$ cat config.mk
export PLATFORM = sky130hd
export DESIGN_NAME = main_module_alu4_flat
export DESIGN_NICKNAME = d
export VERILOG_FILES = /design/src/rtl/main_module_alu4_if.sv /design/src/rtl/main_module_alu4.sv /design/src/flat_wrapper.sv
export SDC_FILE = /design/constraint.sdc
export NUM_CORES = 1
export LEC_CHECK = 0
export ABC_AREA = 1
export CAP_MARGIN = 20
export CORE_MARGIN = 10
export CORE_UTILIZATION = 42
export DETAILED_ROUTE_END_ITERATION = 10
export PLACE_DENSITY = 0.77
export SYNTH_ARGS = -nofsm -noshare
export SYNTH_HDL_FRONTEND = slang
export SYNTH_SLANG_ARGS = --single-unit
$ cat constraint.sdc
create_clock -name clk -period 0.8 [get_ports clk]
set_input_delay 0.16 -clock clk [delete_from_list [all_inputs] [get_ports clk]]
set_output_delay 0.16 -clock clk [all_outputs]
set_load 0.005 [all_outputs]
$ cat src/rtl/main_module_alu4_if.sv
// Bit-level operand/select bus and registered result bus of the 4-bit ALU.
// The master drives operands and select; the slave (the ALU) drives results.
interface main_module_alu4_if;
    logic s0, s1;
    logic a0, a1, a2, a3;
    logic b0, b1, b2, b3;
    logic s0_as, s1_as, s2_as, s3_as;
    logic carry_as;
    logic a_gt_b, a_eq_b, a_st_b;
    logic ab_0, ab_1, ab_2, ab_3;

    modport master (
        output s0, s1, a0, a1, a2, a3, b0, b1, b2, b3,
        input  s0_as, s1_as, s2_as, s3_as, carry_as,
        input  a_gt_b, a_eq_b, a_st_b, ab_0, ab_1, ab_2, ab_3
    );

    modport slave (
        input  s0, s1, a0, a1, a2, a3, b0, b1, b2, b3,
        output s0_as, s1_as, s2_as, s3_as, carry_as,
        output a_gt_b, a_eq_b, a_st_b, ab_0, ab_1, ab_2, ab_3
    );
endinterface

$ cat src/rtl/main_module_alu4.sv
// 4-bit registered ALU: add, subtract, unsigned compare and AND selected by {s1,s0}.
// Only the selected unit's outputs load a result; all others load zero on the same edge.
module main_module_alu4 (
    input  logic               clk,
    input  logic               rst,
    main_module_alu4_if.slave  bus
);
    logic [3:0] a, b;
    logic [1:0] sel;
    logic [3:0] en;

    assign a   = {bus.a3, bus.a2, bus.a1, bus.a0};
    assign b   = {bus.b3, bus.b2, bus.b1, bus.b0};
    assign sel = {bus.s1, bus.s0};

    // Enable decoder: en[0]=add, en[1]=sub, en[2]=compare, en[3]=AND
    genvar gi;
    generate
        for (gi = 0; gi < 4; gi++) begin : g_dec
            assign en[gi] = (sel == 2'(gi));
        end
    endgenerate

    // Shared ripple adder: s0 inverts B and supplies the +1 for subtraction
    logic [3:0] b_x;
    logic [3:0] sum;
    logic [4:0] c;
    assign c[0] = sel[0];
    generate
        for (gi = 0; gi < 4; gi++) begin : g_fa
            assign b_x[gi]   = b[gi] ^ sel[0];
            assign sum[gi]   = a[gi] ^ b_x[gi] ^ c[gi];
            assign c[gi + 1] = (a[gi] & b_x[gi]) | (c[gi] & (a[gi] ^ b_x[gi]));
        end
    endgenerate

    // Cascaded comparator resolving from the MSB downward
    logic [4:0] gt_c, eq_c;
    logic       lt;
    assign gt_c[0] = 1'b0;
    assign eq_c[0] = 1'b1;
    generate
        for (gi = 0; gi < 4; gi++) begin : g_cmp
            assign gt_c[gi + 1] = gt_c[gi] | (eq_c[gi] & a[3 - gi] & ~b[3 - gi]);
            assign eq_c[gi + 1] = eq_c[gi] & ~(a[3 - gi] ^ b[3 - gi]);
        end
    endgenerate
    assign lt = ~gt_c[4] & ~eq_c[4];

    logic [3:0] as_d, as_q;
    logic       carry_d, carry_q;
    logic [2:0] cmp_d, cmp_q;
    logic [3:0] ab_d, ab_q;

    assign as_d    = (en[0] | en[1]) ? sum  : 4'b0000;
    assign carry_d = (en[0] | en[1]) & c[4];
    assign cmp_d   = en[2] ? {gt_c[4], eq_c[4], lt} : 3'b000;
    assign ab_d    = en[3] ? (a & b) : 4'b0000;

    always_ff @(posedge clk or posedge rst) begin
        if (rst) begin
            as_q    <= 4'b0000;
            carry_q <= 1'b0;
            cmp_q   <= 3'b000;
            ab_q    <= 4'b0000;
        end else begin
            as_q    <= as_d;
            carry_q <= carry_d;
            cmp_q   <= cmp_d;
            ab_q    <= ab_d;
        end
    end

    assign bus.s0_as    = as_q[0];
    assign bus.s1_as    = as_q[1];
    assign bus.s2_as    = as_q[2];
    assign bus.s3_as    = as_q[3];
    assign bus.carry_as = carry_q;
    assign bus.a_gt_b   = cmp_q[2];
    assign bus.a_eq_b   = cmp_q[1];
    assign bus.a_st_b   = cmp_q[0];
    assign bus.ab_0     = ab_q[0];
    assign bus.ab_1     = ab_q[1];
    assign bus.ab_2     = ab_q[2];
    assign bus.ab_3     = ab_q[3];
endmodule

$ cat src/flat_wrapper.sv
// flat-port wrapper written by rule: the top's interface ports become plain ports
module main_module_alu4_flat 
  (clk, rst, bus_s0, bus_s1, bus_a0, bus_a1, bus_a2, bus_a3, bus_b0, bus_b1, bus_b2, bus_b3, bus_s0_as, bus_s1_as, bus_s2_as, bus_s3_as, bus_carry_as, bus_a_gt_b, bus_a_eq_b, bus_a_st_b, bus_ab_0, bus_ab_1, bus_ab_2, bus_ab_3);
  main_module_alu4_if bus_i ();
  input  logic clk;
  input  logic rst;
  input wire logic [$bits(bus_i.s0)-1:0] bus_s0;
  input wire logic [$bits(bus_i.s1)-1:0] bus_s1;
  input wire logic [$bits(bus_i.a0)-1:0] bus_a0;
  input wire logic [$bits(bus_i.a1)-1:0] bus_a1;
  input wire logic [$bits(bus_i.a2)-1:0] bus_a2;
  input wire logic [$bits(bus_i.a3)-1:0] bus_a3;
  input wire logic [$bits(bus_i.b0)-1:0] bus_b0;
  input wire logic [$bits(bus_i.b1)-1:0] bus_b1;
  input wire logic [$bits(bus_i.b2)-1:0] bus_b2;
  input wire logic [$bits(bus_i.b3)-1:0] bus_b3;
  output wire logic [$bits(bus_i.s0_as)-1:0] bus_s0_as;
  output wire logic [$bits(bus_i.s1_as)-1:0] bus_s1_as;
  output wire logic [$bits(bus_i.s2_as)-1:0] bus_s2_as;
  output wire logic [$bits(bus_i.s3_as)-1:0] bus_s3_as;
  output wire logic [$bits(bus_i.carry_as)-1:0] bus_carry_as;
  output wire logic [$bits(bus_i.a_gt_b)-1:0] bus_a_gt_b;
  output wire logic [$bits(bus_i.a_eq_b)-1:0] bus_a_eq_b;
  output wire logic [$bits(bus_i.a_st_b)-1:0] bus_a_st_b;
  output wire logic [$bits(bus_i.ab_0)-1:0] bus_ab_0;
  output wire logic [$bits(bus_i.ab_1)-1:0] bus_ab_1;
  output wire logic [$bits(bus_i.ab_2)-1:0] bus_ab_2;
  output wire logic [$bits(bus_i.ab_3)-1:0] bus_ab_3;
  assign bus_i.s0 = bus_s0;
  assign bus_i.s1 = bus_s1;
  assign bus_i.a0 = bus_a0;
  assign bus_i.a1 = bus_a1;
  assign bus_i.a2 = bus_a2;
  assign bus_i.a3 = bus_a3;
  assign bus_i.b0 = bus_b0;
  assign bus_i.b1 = bus_b1;
  assign bus_i.b2 = bus_b2;
  assign bus_i.b3 = bus_b3;
  assign bus_s0_as = bus_i.s0_as;
  assign bus_s1_as = bus_i.s1_as;
  assign bus_s2_as = bus_i.s2_as;
  assign bus_s3_as = bus_i.s3_as;
  assign bus_carry_as = bus_i.carry_as;
  assign bus_a_gt_b = bus_i.a_gt_b;
  assign bus_a_eq_b = bus_i.a_eq_b;
  assign bus_a_st_b = bus_i.a_st_b;
  assign bus_ab_0 = bus_i.ab_0;
  assign bus_ab_1 = bus_i.ab_1;
  assign bus_ab_2 = bus_i.ab_2;
  assign bus_ab_3 = bus_i.ab_3;
  main_module_alu4 u_core (.clk(clk), .rst(rst), .bus(bus_i));
endmodule
Word level (Yosys, flattened, before mapping)

Cells that the tools add are included.

Input bits: 12
Output and inout port bits: 12
Logic and storage cells: 66
Register bits: 12

Multiplexer cells: 3
Equal/unequal tests: 3
Bitwise logic cells: 55
Reductions and logical operators: 1

Operator list:

| cell                                           | count |
|---|---|
| bitwise AND 1 bit                              | 20 |
| XOR 1 bit                                      | 16 |
| NOT 1 bit                                      | 10 |
| 2-to-1 mux 4 bit                               | 2 |
| OR 1 bit                                       | 8 |
| bitwise AND 4 bit                              | 1 |
| == test 2 bit (second input constant)          | 2 |
| 2-to-1 mux 3 bit                               | 1 |
| == test 2 x 1 -> 1 bit (second input constant) | 1 |
| zero test 2 bit                                | 1 |

Longest topological paths before layout

Gate-level depths: netlist of run 1.

Word-level depth: 11
Gate-level depth with buffers: 9

Worst setup path after synthesis of run 1

OpenSTA, ideal clock, no wires.

Kind: input-to-reg
Start point: in bus_s0
End point: reg u_core.as_q[3]
Library setup time: 0.113 ns
Arrival time: 1.713 ns
Path slack: -1.027 ns
Stages: 8
Path through: buf_6 xnor2_1 fa_1 fa_1 inv_1 fa_1 inv_1 nor2_1

Cells in the longest elaborated chain, start to end: 10
Elaborated cells between the ends (all ways): 22

RTL lines:

| what                   | line                   | text |
|---|---|---|
| start: declaration     | flat_wrapper.sv:7      | `input wire logic [$bits(bus_i.s0)-1:0] bus_s0;` |
| XOR 1 bit              | main_module_alu4.sv:31 | `assign b_x[gi] = b[gi] ^ sel[0];` |
| XOR 1 bit              | main_module_alu4.sv:33 | `assign c[gi + 1] = (a[gi] & b_x[gi]) \| (c[gi] & (a[gi] ^ b_x[gi]));` |
| bitwise AND 1 bit      | main_module_alu4.sv:33 |  |
| OR 1 bit               | main_module_alu4.sv:33 |  |
| bitwise AND 1 bit      | main_module_alu4.sv:33 |  |
| OR 1 bit               | main_module_alu4.sv:33 |  |
| bitwise AND 1 bit      | main_module_alu4.sv:33 |  |
| OR 1 bit               | main_module_alu4.sv:33 |  |
| XOR 1 bit              | main_module_alu4.sv:32 | `assign sum[gi] = a[gi] ^ b_x[gi] ^ c[gi];` |
| 2-to-1 mux 4 bit (*)   | main_module_alu4.sv:55 | `assign as_d = (en[0] \| en[1]) ? sum : 4'b0000;` |
| net u_core.as_d[3]     | main_module_alu4.sv:50 | `logic [3:0] as_d, as_q;` |
| end signal: assignment | main_module_alu4.sv:67 | `as_q <= as_d;` |
| end: declaration       | main_module_alu4.sv:50 |  |

The timed path passes the listed nets; every way through them passes the cells marked *.

Worst setup path after layout of run 1

Start point: in bus_b1
End point: reg u_core.as_q[3]

Cells in the longest elaborated chain, start to end: 8
Elaborated cells between the ends (all ways): 9

RTL lines:

| what                  | line                   | text |
|---|---|---|
| start: declaration    | flat_wrapper.sv:14     | `input wire logic [$bits(bus_i.b1)-1:0] bus_b1;` |
| XOR 1 bit (*)         | main_module_alu4.sv:31 |  |
| XOR 1 bit             | main_module_alu4.sv:33 |  |
| bitwise AND 1 bit     | main_module_alu4.sv:33 |  |
| OR 1 bit (*)          | main_module_alu4.sv:33 |  |
| bitwise AND 1 bit (*) | main_module_alu4.sv:33 |  |
| OR 1 bit (*)          | main_module_alu4.sv:33 |  |
| XOR 1 bit (*)         | main_module_alu4.sv:32 |  |
| 2-to-1 mux 4 bit (*)  | main_module_alu4.sv:55 |  |
| net u_core.as_d[3]    | main_module_alu4.sv:50 |  |

Marked as above.

==> results of run 1 <==
cell usage in the layout (no fill, tap or decap), drive strengths merged:
cell type,instances
clkbuf,3
nand2,9
clkdlybuf4s50,1
a21oi,2
ha,5
xor2,1
nand3,1
dfrtp,12
clkdlybuf4s15,1
fa,3
inv,21
dlygate4sd2,1
xnor2,2
nor2,16
buf,31
o21ai,1
flip-flops by register name, indices dropped and copies added (netlist names):
signal	cells
u_core.cmp_q	3
u_core.ab_q	4
u_core.as_q	4
u_core.bus.carry_as	1
metal layers:
metal / part of all wire [%] / GRT usage [%] / vias to the layer above
li1: - / - / 282
met1: 39 / 8.74 / 242
met3: 8.1 / 2.75 / 2
met4: 2.3 / 7.69 / 0
met2: 51 / 15.0 / 21
met5: 0 / 0 / -
synth_stat cells (all sizes together):
cell type	number
inv	21
nor2	16
dfrtp	12
nand2	9
ha	5
fa	3
a21oi	2
xnor2	2
buf	1
nand3	1
o21ai	1
xor2	1
kinds of logic after synthesis:
group / after synthesis / share of synthesized area (%)
flip-flops: 12 / 45.3
AO/OA/AOI/OAI: 3 / 2.26
buffers and inverters: 22 / 13.6
XOR/XNOR: 3 / 3.96
AND/OR/NAND/NOR: 26 / 16.4
adder cells (fa/ha/maj): 8 / 18.5
final cells by class:
| class | count | area share, % |
|---|---|---|
| multi-input cells | 40 | 35.3 |
| flip-flops and latches | 12 | 27.6 |
| repair buffers | 34 | 25.5 |
| inverters | 21 | 7.70 |
| clock buffers | 3 | 2.07 |
| well taps | 16 | 1.84 |
path summary, 6_finish.rpt:
path	end	slack [ns]	startpoint	depth (start not counted)
max	u_core.as_q[3]	-0.72	bus_b1	8
min	u_core.as_q[0]	0.20	rst	3
max in group asynchronous	u_core.as_q[2]	0.49	rst	3
min in group clk	u_core.cmp_q[2]	0.20	bus_b0	4
worst max-delay path: stages:
cell     delay, ns
buf_8         0.10
xnor2_4       0.13
fa_2          0.39
fa_2          0.34
inv_2         0.07
fa_1          0.37
inv_1         0.06
nor2_1        0.04
per-stage QoR:
stage | hold slack, ns | TNS (ns) | setup WS, ns | utilization, %
2_1_floorplan | 0.0247 | -2.70 | -0.971 | -
3_3_place_gp | 0.472 | -10.93 | -1.49 | 69.6
3_5_place_dp | 0.474 | -11.17 | -1.52 | 69.6
4_1_cts | 0.184 | -3.15 | -0.797 | 71.9
5_1_grt | 0.201 | -3.54 | -0.747 | 72.3
6_report | 0.200 | -2.87 | -0.719 | 72.3
timing repair:
item,in CTS,in global routing
gates resized for setup,109,2
hold endpoints to repair,0,0
setup buffers,2,0
setup endpoints to repair,24,18
pin swaps,19,5
where the power goes:
group	switching (mW)	internal (mW)
sequential	0.00931	0.649
clock	0.165	0.173
combinational	0.220	0.235
==> impl_metrics.toml, run 1 <==
[timing]
slew_violations = 0
post-route-period-util_pct = 190
rsz0062_at_grt = "true"
max-slew-margin-rel_pct = 86.3
fin_crit_ns = 1.52
fmax_ghz = 0.658
setup_ws_ns = -0.719
setup_violations = 18
tightestPinTransition_ns = 0.204
hold_viol = 0

[die]
die_area_sq_mm = 0.00357
coreArea_sq_mm = 0.00151
std_cell_rows = 14
die_y_um = 59.7
io_pins = 24
fp.dieW_um = 59.7
start_util_pct = 44.0

[layout]
synthToLayoutAreaGrowth_pct = 64.2
multi_input_area_sq_um = 384
diodes = 0
ff_latch_area_sq_um = 300
instances_no_fill = 126
drive_gt1_share_pct = 54.5
nets = 132
fillers = 117
fin_area_sq_mm = 0.00109

[synthesis]
ys_types = 15
avgSynthCellArea_sq_um = 8.96
yosysTopAreaCellShare_pct = 45.3
yosysWarningCount = 0
syn_area_sq_um = 663
syn-num-nets = 94
synthCells = 74
synth_area_leaders = "dfrtp_1, inv_1, ha_1, fa_1, nor2_1"
synth_seq_cells = 12
seq_area_frac_synth_pct = 45.3
yosys.area.top_type = "dfrtp_1"

[route]
vias_per_cell = 4.34
drt_iter0_drc = 2
wl_per_cell_um = 11.4
ant_nets = 0
drcViolationCount = 0
vias = 547
routed_wl_um = 1440
drt_pass1_iterations = 4

[grt]
grt_overflow_total = 0
grt_max_degree = 13
antenna_found_initial = 0
grt_pass1_vias = 582
grt_pass1_wl_um = 2430
grt_use_total_pct = 8.98

[cts]
clockBufferDepth = 2
cts-root-buf = "clkbuf_4"
htreeDepth = 1
clk_transition_reported_paths_ns = 0.07
cts_tree = "done"
cts_made_buffers = 3
clock-sinks = 12
cts_hold_buffers = 0

[worst_setup_path]
worstPathRequired_ns = 0.94
cp-start-kind = "primary input"
endpoint_kind = "flip-flop"
cp_max_fo = 2
worstSetupPathType = "in -> reg"
crit_arrival_ns = 1.66

[placed_design]
gp_congestion = 0.755
port_buffers = 23
dp_hpwl_um = 1180
dp_cells = 121
place_area_sq_mm = 0.00105

[pwr]
peakVddDrop_v = 0.000571
p_leak_nw = 0.589
fin_total_pwr_mw = 1.45
powerDensity_mw_per_mm2 = 1330

[min_path]
min_path_type = "in -> async"

[flow_run]
cap_violations = 0

[outcome]
violations = "negative setup slack"
outcome = "finished with violations"
No activity file was read; power rests on OpenSTA's default activity.
==> inputs of run 2 (changes only) <==
- CORE_UTILIZATION: 42 -> 45
- CTS_BUF_LIST: default -> sky130_fd_sc_hd__clkbuf_4
- PLACE_DENSITY: 0.77 -> 0.81
==> run 2 against run 1 <==
  * The flow still finishes with violations (negative setup slack)
  * Worst setup slack improved by 0.056 ns
  * Final area rose by 5.4%
  * Core utilization rose by 13 points
  * Cell count rose by 2.4%
  * Count of clock-buffer cells in the layout did not move
  * Via count rose by 9.1%
  * Combinational power rose by 12%
  * Die area fell by 4.5%
  * Critical path depth rose by 2
  * First-iteration DRC count rose to 2.5 times the previous value
  * Largest cell class unchanged
  * Highest routed layer unchanged
==> impl_metrics.toml, run 2 (synthesis gave the netlist of run 1 again) <==
[outcome]
outcome = "finished with violations"
violations = "negative setup slack"

[timing]
setup_violations = 17
slew_violations = 0
hold_viol = 0
rsz0062_at_grt = "true"
post-route-period-util_pct = 183
setup_ws_ns = -0.663
tightestPinTransition_ns = 0.193
fin_crit_ns = 1.46
max-slew-margin-rel_pct = 87.0
setup-tns-final_ns = -2.77
fmax_ghz = 0.684
whs_ns = 0.188

[grt]
grt_max_degree = 13
antenna_found_initial = 0
grt_pass1_vias = 687
grt_use_total_pct = 11.4
grt_overflow_total = 0
grt_pass1_wl_um = 3100

[worst_setup_path]
critPathSlowestCell = "fa_1"
crit_family = "adder cells"
cpPeakStageDelay_ns = 0.38
cp_max_fo = 4
cp-start-kind = "primary input"
worstPathCellList = "buf_8, nand2_4, inv_2, a21oi_2, fa_2, fa_2, inv_2, fa_1, inv_1, nor2_1"
worst-path-buf-inv = 4
worstPathRequired_ns = 0.96
worstSetupPathType = "in -> reg"
crit_arrival_ns = 1.62
endpoint_kind = "flip-flop"

[route]
vias_per_cell = 4.63
drt_iter0_drc = 5
drcViolationCount = 0
routed_wl_um = 1770
ant_nets = 0
wl_per_cell_um = 13.7
drt_pass1_iterations = 4
vias = 597

[min_path]
min_path_type = "in -> reg"

[placed_design]
port_buffers = 23
dp_hpwl_um = 1330
gp_congestion = 0.764

[cts]
htreeDepth = 1
clockBufferDepth = 2
cts_hold_buffers = 0
cts_made_buffers = 3
clock-sinks = 12
cts-root-buf = "clkbuf_4"
clk_transition_reported_paths_ns = 0.07
cts_tree = "done"

[layout]
diodes = 0
final_common_cell = "buf_2"
synthToLayoutAreaGrowth_pct = 73.0
reg_top3 = "u_core.ab_q x4, u_core.as_q x4, u_core.cmp_q x3"
nets = 135
final_cell_mix = "buf_2, inv_1, dfrtp_1, nor2_1, buf_4"
drive_gt1_share_pct = 58.8

[die]
std_cell_rows = 13
start_util_pct = 49.1
io_pins = 24
die_area_sq_mm = 0.00341
fp.dieW_um = 58.4
coreArea_sq_mm = 0.00135
die_y_um = 58.4

[flow_run]
cap_violations = 0

[pwr]
fin_total_pwr_mw = 1.53
p_leak_nw = 0.628
peakVddDrop_v = 0.000643
powerDensity_mw_per_mm2 = 1330
run 2: final timing paths:
path	start	to	cells after the start
max	bus_b0	u_core.as_q[3]	10
min	bus_b0	u_core.cmp_q[2]	4
max in group asynchronous	rst	u_core.bus.carry_as	3
min in group asynchronous	rst	u_core.cmp_q[2]	3
run 2: where the power goes:
| part | leakage, nW | switching (mW) | internal, mW | total (mW) |
|---|---|---|---|---|
| Sequential | 0.160 | 0.00844 | 0.649 | 0.657 |
| Clock | 0.0154 | 0.179 | 0.180 | 0.359 |
| Combinational | 0.452 | 0.244 | 0.265 | 0.510 |
| Total | 0.628 | 0.432 | 1.09 | 1.53 |
run 2: cell type report:
class	count	area, sq um
clock inverters	1	3.75
fillers	66	203
well taps	15	18.8
inverters	21	83.8
flip-flops and latches	12	300
clock buffers	3	22.5
multi-input cells	40	399
repair buffers	37	319
run 2: worst min-delay path, stage by stage:
cell and delay (ns):
buf_8 0.09, nor2_1 0.05, nand2_2 0.07, a21oi_2 0.04
run 2: metrics by stage:
stage	instance area [sq um]	setup slack (ns)	util [%]	instances
finish	1150	-0.663	85.0	129
global route	1150	-0.722	85.0	129
CTS	1120	-0.794	82.9	129
detailed placement	1080	-1.55	79.8	124
global placement	1080	-1.48	79.8	124
floorplan	738	-0.971	-	74
run 2: timing repair:
action / in CTS / in global routing
setup buffers: 1 / 0
resized for setup: 111 / 12
pin swaps: 16 / 6
setup endpoints to repair: 24 / 19
run 2: per-layer routing:
| metal | track usage (%) | wire length, um | vias up | share of wire, % |
|---|---|---|---|---|
| met2 | 21.2 | 921 | 27 | 52 |
| met1 | 11.3 | 680 | 279 | 38 |
| met3 | 2.58 | 120 | 4 | 6.8 |
| met4 | 6.38 | 48 | 0 | 2.7 |
| met5 | 0 | 0 | - | 0 |
| li1 | - | - | 287 | - |
==> edit 1: new RTL, flow settings as in run 1 <==
`as_q` and `ab_q` no longer have a reset.
--- a/src/rtl/main_module_alu4.sv
+++ b/src/rtl/main_module_alu4.sv
@@ -61,12 +61,13 @@
         if (rst) begin
-            as_q    <= 4'b0000;
             carry_q <= 1'b0;
             cmp_q   <= 3'b000;
-            ab_q    <= 4'b0000;
         end else begin
-            as_q    <= as_d;
             carry_q <= carry_d;
             cmp_q   <= cmp_d;
-            ab_q    <= ab_d;
         end
+    end
+
+    always_ff @(posedge clk) begin
+        as_q <= as_d;
+        ab_q <= ab_d;
     end
Function: changed (Yosys sat finds a counterexample within 4 cycles, from zero or initial values and one cycle with rst high).
==> edit 1 against run 1 <==
- the flow still finishes with violations (setup timing)
- sequential cell count unchanged
- sequential power is essentially flat
- design area is 9.4% higher
- total power grew 17%
- utilization rose by 17 points
- synthesized area fell by 9.1%
- routed wire length up 55%
- worst setup slack better by 9.2 ps
- critical endpoint is now u_core.as_q[3]
==> edit 1: results (changes against run 1) <==
Syn Area/Cell 8.615 um2 (-3.9%); Crit path max-delay family adder cells; outcome finished, violations left; cts bufs inserted 3 (unchanged); YS warnings 0 (unchanged); All-Layer GR Usage 12.55% (+3.6 points); number of remaining DRC errors 0 (unchanged); maximum vdd drop 0.8934 mV (+57%); worst-path fanout max 2 (unchanged); vias in the first global route 672 (+15%); Reg clk slew, reported paths 70 ps (about the same); layout cells sized above 1 63.25% (+8.7 points); largest net degree at the start of global routing 8 (-5); Slowest cell on crit path fa_2; CTS max path bufs 2 (unchanged); worst hold path type primary input to asynchronous set/reset pin; # H-tree levels 1 (unchanged); Nets 138 (+4.5%); Max transition margin 80.46% (-5.8 points); final wirelength 2230 um (+55%); Final Setup Violations 17 (-1); Detailed Routing Iterations Pass 1 4 (unchanged); Static Leak 0.5985 nW (+1.6%); failing checks setup timing; DR vias 639 (+17%); first-pass GRT wire length 3215 um (+32%); first-iteration detailed-routing DRC count 10 (+8); sequential fraction of the synthesis area 43.15% (-2.1 points); Post-Layout Cell Count 132 (+4.8%); Syn Nets 90 (-4.3%); Unique masters post-synth 15 (unchanged); CTS Root Cell clkbuf_4; Synth top cells by count 17 x inv_1, 13 x nor2_1, 9 x nand2_1; slowest stage delay, CP 540 ps (+150 ps); Layout fillers 60 (-49%); top cells by area, synth dfxtp_1 27%, dfrtp_1 17%, inv_1 11%; Placed Cells 118 (-2.5%); ANT cells 0 (unchanged); crit path DAT 1700 ps (+40 ps); hpwl dp 1270 um (+7.4%); Setup Total Neg Slack -3206 ps (-338.8 ps); port bufs 23 (unchanged); top flop regs u_core.ab_q x4, u_core.as_q x4, u_core.cmp_q x3; final worst setup slack -710.2 ps (+9.184 ps); gpl congestion 0.7950 (+5.3%); asr flop ratio synth 33.33% (-67 points); Placement Setup Slack -1485 ps (+30.39 ps); layout overhead on the synthesized area 97.51%; initial antenna violation count 0 (unchanged)
[edit 1: layout make-up]
cell class                      instances  area share, %
Sequential cell                        12          22.06
Timing Repair Buffer                   44          33.30
Clock buffer                            4          3.046
Tap cell                               15          1.576
Inverter                               18          6.723
Multi-Input combinational cell         39          33.30
[edit 1: how the worst max path moves through the flow]
stage	startpoint	endpoint	slack (ps)	cells after the start
2_1_floorplan	bus_s0	u_core.as_q[3]	-950	6
3_3_place_gp	bus_s0	u_core.as_q[3]	-1460	6
3_5_place_dp	bus_s0	u_core.as_q[3]	-1480	6
4_1_cts	bus_a0	u_core.as_q[3]	-800	8
5_1_grt	bus_b1	u_core.as_q[3]	-700	6
6_report	bus_b1	u_core.as_q[3]	-710	6
[edit 1: per-stage QoR]
| step | instance area, um2 | hold WS [ps] |
|---|---|---|
| finish | 1191 | 48.87 |
| global route | 1191 | 43.39 |
| CTS | 1131 | 54.41 |
| detailed placement | 991.0 | 361.0 |
| global placement | 991.0 | 348.5 |
| floorplan | 679.4 | -73.92 |
[edit 1: repair_timing]
item / in CTS / in global routing
pin swaps: 17 / 14
buffers inserted: 12 / 0
hold endpoints to repair: 0 / 0
endpoints found under the setup margin: 24 / 19
resized for setup: 107 / 26
[edit 1: logic make-up after synthesis]
family                   Yosys count  share of synthesized area, %
AND/OR/NAND/NOR                   25                         16.60
buffers and inverters             19                         12.45
flip-flops                        12                         43.15
adder cells (fa/ha/maj)            8                         20.33
AO/OA/AOI/OAI                      3                         3.111
XOR/XNOR                           3                         4.358
[edit 1: power breakdown]
part	total [mW]	switching, mW	internal [mW]
Sequential	0.657	0.0124	0.645
Clock	0.486	0.208	0.278
Combinational	0.555	0.255	0.300
[edit 1: per-layer routing]
| layer | up-vias | share of wire, % | track usage [%] |
|---|---|---|---|
| met2 | 32 | 56 | 23.47 |
| met4 | 0 | 4.1 | 8.725 |
| li1 | 293 | - | - |
| met1 | 305 | 33 | 11.14 |
| met3 | 9 | 6.8 | 3.704 |
| met5 | - | 0 | 0 |
==> edit 2: new RTL, config.mk and constraints of run 1 <==
Made on the original files. Make the reset (`rst`) synchronous in one clocked block.
--- a/src/rtl/main_module_alu4.sv
+++ b/src/rtl/main_module_alu4.sv
@@ -59,3 +59,3 @@
 
-    always_ff @(posedge clk or posedge rst) begin
+    always_ff @(posedge clk) begin
         if (rst) begin
Check against the original RTL: differs if rst is asserted again (counterexample within 4 cycles, from zero or initial values and one cycle with rst high); with rst held inactive, the same outputs for 10 cycles.
==> edit 2 against run 1 <==
- the flow still finishes with violations (setup timing)
- total power decreased by 2.7%
- design area decreased by 3.2%
- largest power group unchanged
- worst setup slack got worse by 14 ps
- clock power hardly changed
- sequential cell count did not move
- routed wire length rose by 6.8%
- synthesized area down 8.5%
- die area is 5.7% lower
==> edit 2: results (changes against run 1) <==
outcome finished, violations left; failing checks setup timing; Max transition margin 87.56% (+1.3 points); Reg clk slew, reported paths roughly 60 ps; Unique masters post-synth 14 (-1); CTS max path bufs 2 (unchanged); CTS Root Cell clkbuf_4; Nets 133 (+0.76%); ANT cells 0 (unchanged); asr flop ratio synth 0% (-100 points); gpl congestion 0.7459 (-1.2%); initial antenna violation count 0 (unchanged); worst hold path type primary input to flip-flop; WL/cell 12.21 um (+6.8%); crit path DAT 1690 ps (+30 ps); All-Layer GR Usage 9.794% (+0.82 points); YS warnings 0 (unchanged); vias in the first global route 616 (+5.8%); Synth top cells by count 19 x inv_1, 14 x nor2_1, 12 x dfxtp_1; port bufs 23 (unchanged); layout cells sized above 1 60.36% (+5.8 points); Layout fillers 98 (-16%); Final Setup Violations 17 (-1); cts bufs inserted 3 (unchanged); worst-path fanout max 4 (+2); top cells by area, synth dfxtp_1 40%, inv_1 12%, ha_1 10%; top flop regs u_core.ab_q x4, u_core.as_q x4, u_core.cmp_q x3; Syn Nets 93 (-1.1%); maximum vdd drop 0.5804 mV (+1.7%); first-iteration detailed-routing DRC count 1 (-1); sequential fraction of the synthesis area 39.59% (-5.7 points); first-pass GRT wire length 2573 um (+6.0%); largest net degree at the start of global routing 7 (-6); Detailed Routing Iterations Pass 1 3 (-1); hpwl dp 1254 um (+6.0%); final worst setup slack -733.7 ps (-14.35 ps); Static Leak 0.5334 nW (-9.5%); # H-tree levels 1 (unchanged); Via density 4.508 (+3.8%)
edit 2: changes by cell type in the layout (fill, tap and decap cells not counted), sizes merged, moves of 2 or more:
cell   change
dfxtp     +12
buf        +2
inv        -2
nor2       -2
dfrtp     -12
edit 2: cell families (layout without fill, tap and decap cells):
kind of cell | Yosys count | count (layout) | synth area share (%)
and+or+nand+nor | 27 | 27 | 19.18
buffers and inverters | 20 | 58 | 13.61
DFF | 12 | 12 | 39.59
adders and majority gates | 8 | 8 | 20.21
AOI/OAI and AO/OA | 3 | 3 | 3.091
xor gates and xnor gates | 3 | 3 | 4.331
edit 2: layer usage:
layer / part of all wire, % / global-route usage, % / wire length [um] / vias to the layer above
met1: 36 / 8.696 / 549 / 256
met4: 3.2 / 8.389 / 50 / 0
met3: 8.0 / 3.486 / 123 / 4
met5: 0 / 0 / 0 / -
li1: - / - / - / 289
met2: 53 / 17.18 / 816 / 19
edit 2: report_power, final:
part | total (mW) | internal, mW | switching (mW)
Combinational | 0.443 | 0.235 | 0.208
Clock | 0.338 | 0.173 | 0.164
Sequential | 0.633 | 0.626 | 0.00693
Total | 1.41 | 1.03 | 0.379
edit 2: what timing repair did:
item | 4_1_cts | 5_1_grt
resized for setup | 115 | 9
endpoints found under the setup margin | 24 | 19
endpoints found under the hold margin | 0 | 0
pin swaps | 16 | 5
buffers inserted | 1 | 1
hold buffers | 0 | 0
edit 2: layout make-up:
type                            instances  area, um2  share of cell area (%)
Clock buffer                            3      22.52                   2.138
Inverter                               19      78.83                   7.482
Sequential cell                        12      242.7                   23.04
Multi-Input combinational cell         41      401.6                   38.12
Tap cell                               15      18.77                   1.781
Timing Repair Buffer                   36      289.0                   27.43
edit 2: worst max-delay path: stages:
cell and delay, ps:
buf_12 110, xnor2_4 130, fa_2 390, fa_2 350, inv_2 70, fa_1 380, inv_1 60, nor2_1 30
edit 2: worst paths after layout:
| path | from | depth (start not counted) | end |
|---|---|---|---|
| hold / removal | bus_b3 | 4 | u_core.ab_q[3] |
| setup / recovery | bus_s0 | 8 | u_core.as_q[3] |
edit 2: metrics by stage:
step                      setup WS [ps]  cell area, um2  hold WS [ps]  instances  TNS [ps]
after CTS                        -800.1            1028         258.0        125     -2456
after detailed placement          -1506           991.0         815.0        121    -11260
final                            -733.7            1054         257.4        126     -2250
after global placement            -1476           991.0         807.5        121    -11010
after floorplan                  -958.2           679.4         231.7         73     -2636
after global routing             -766.1            1054         255.8        126     -2817
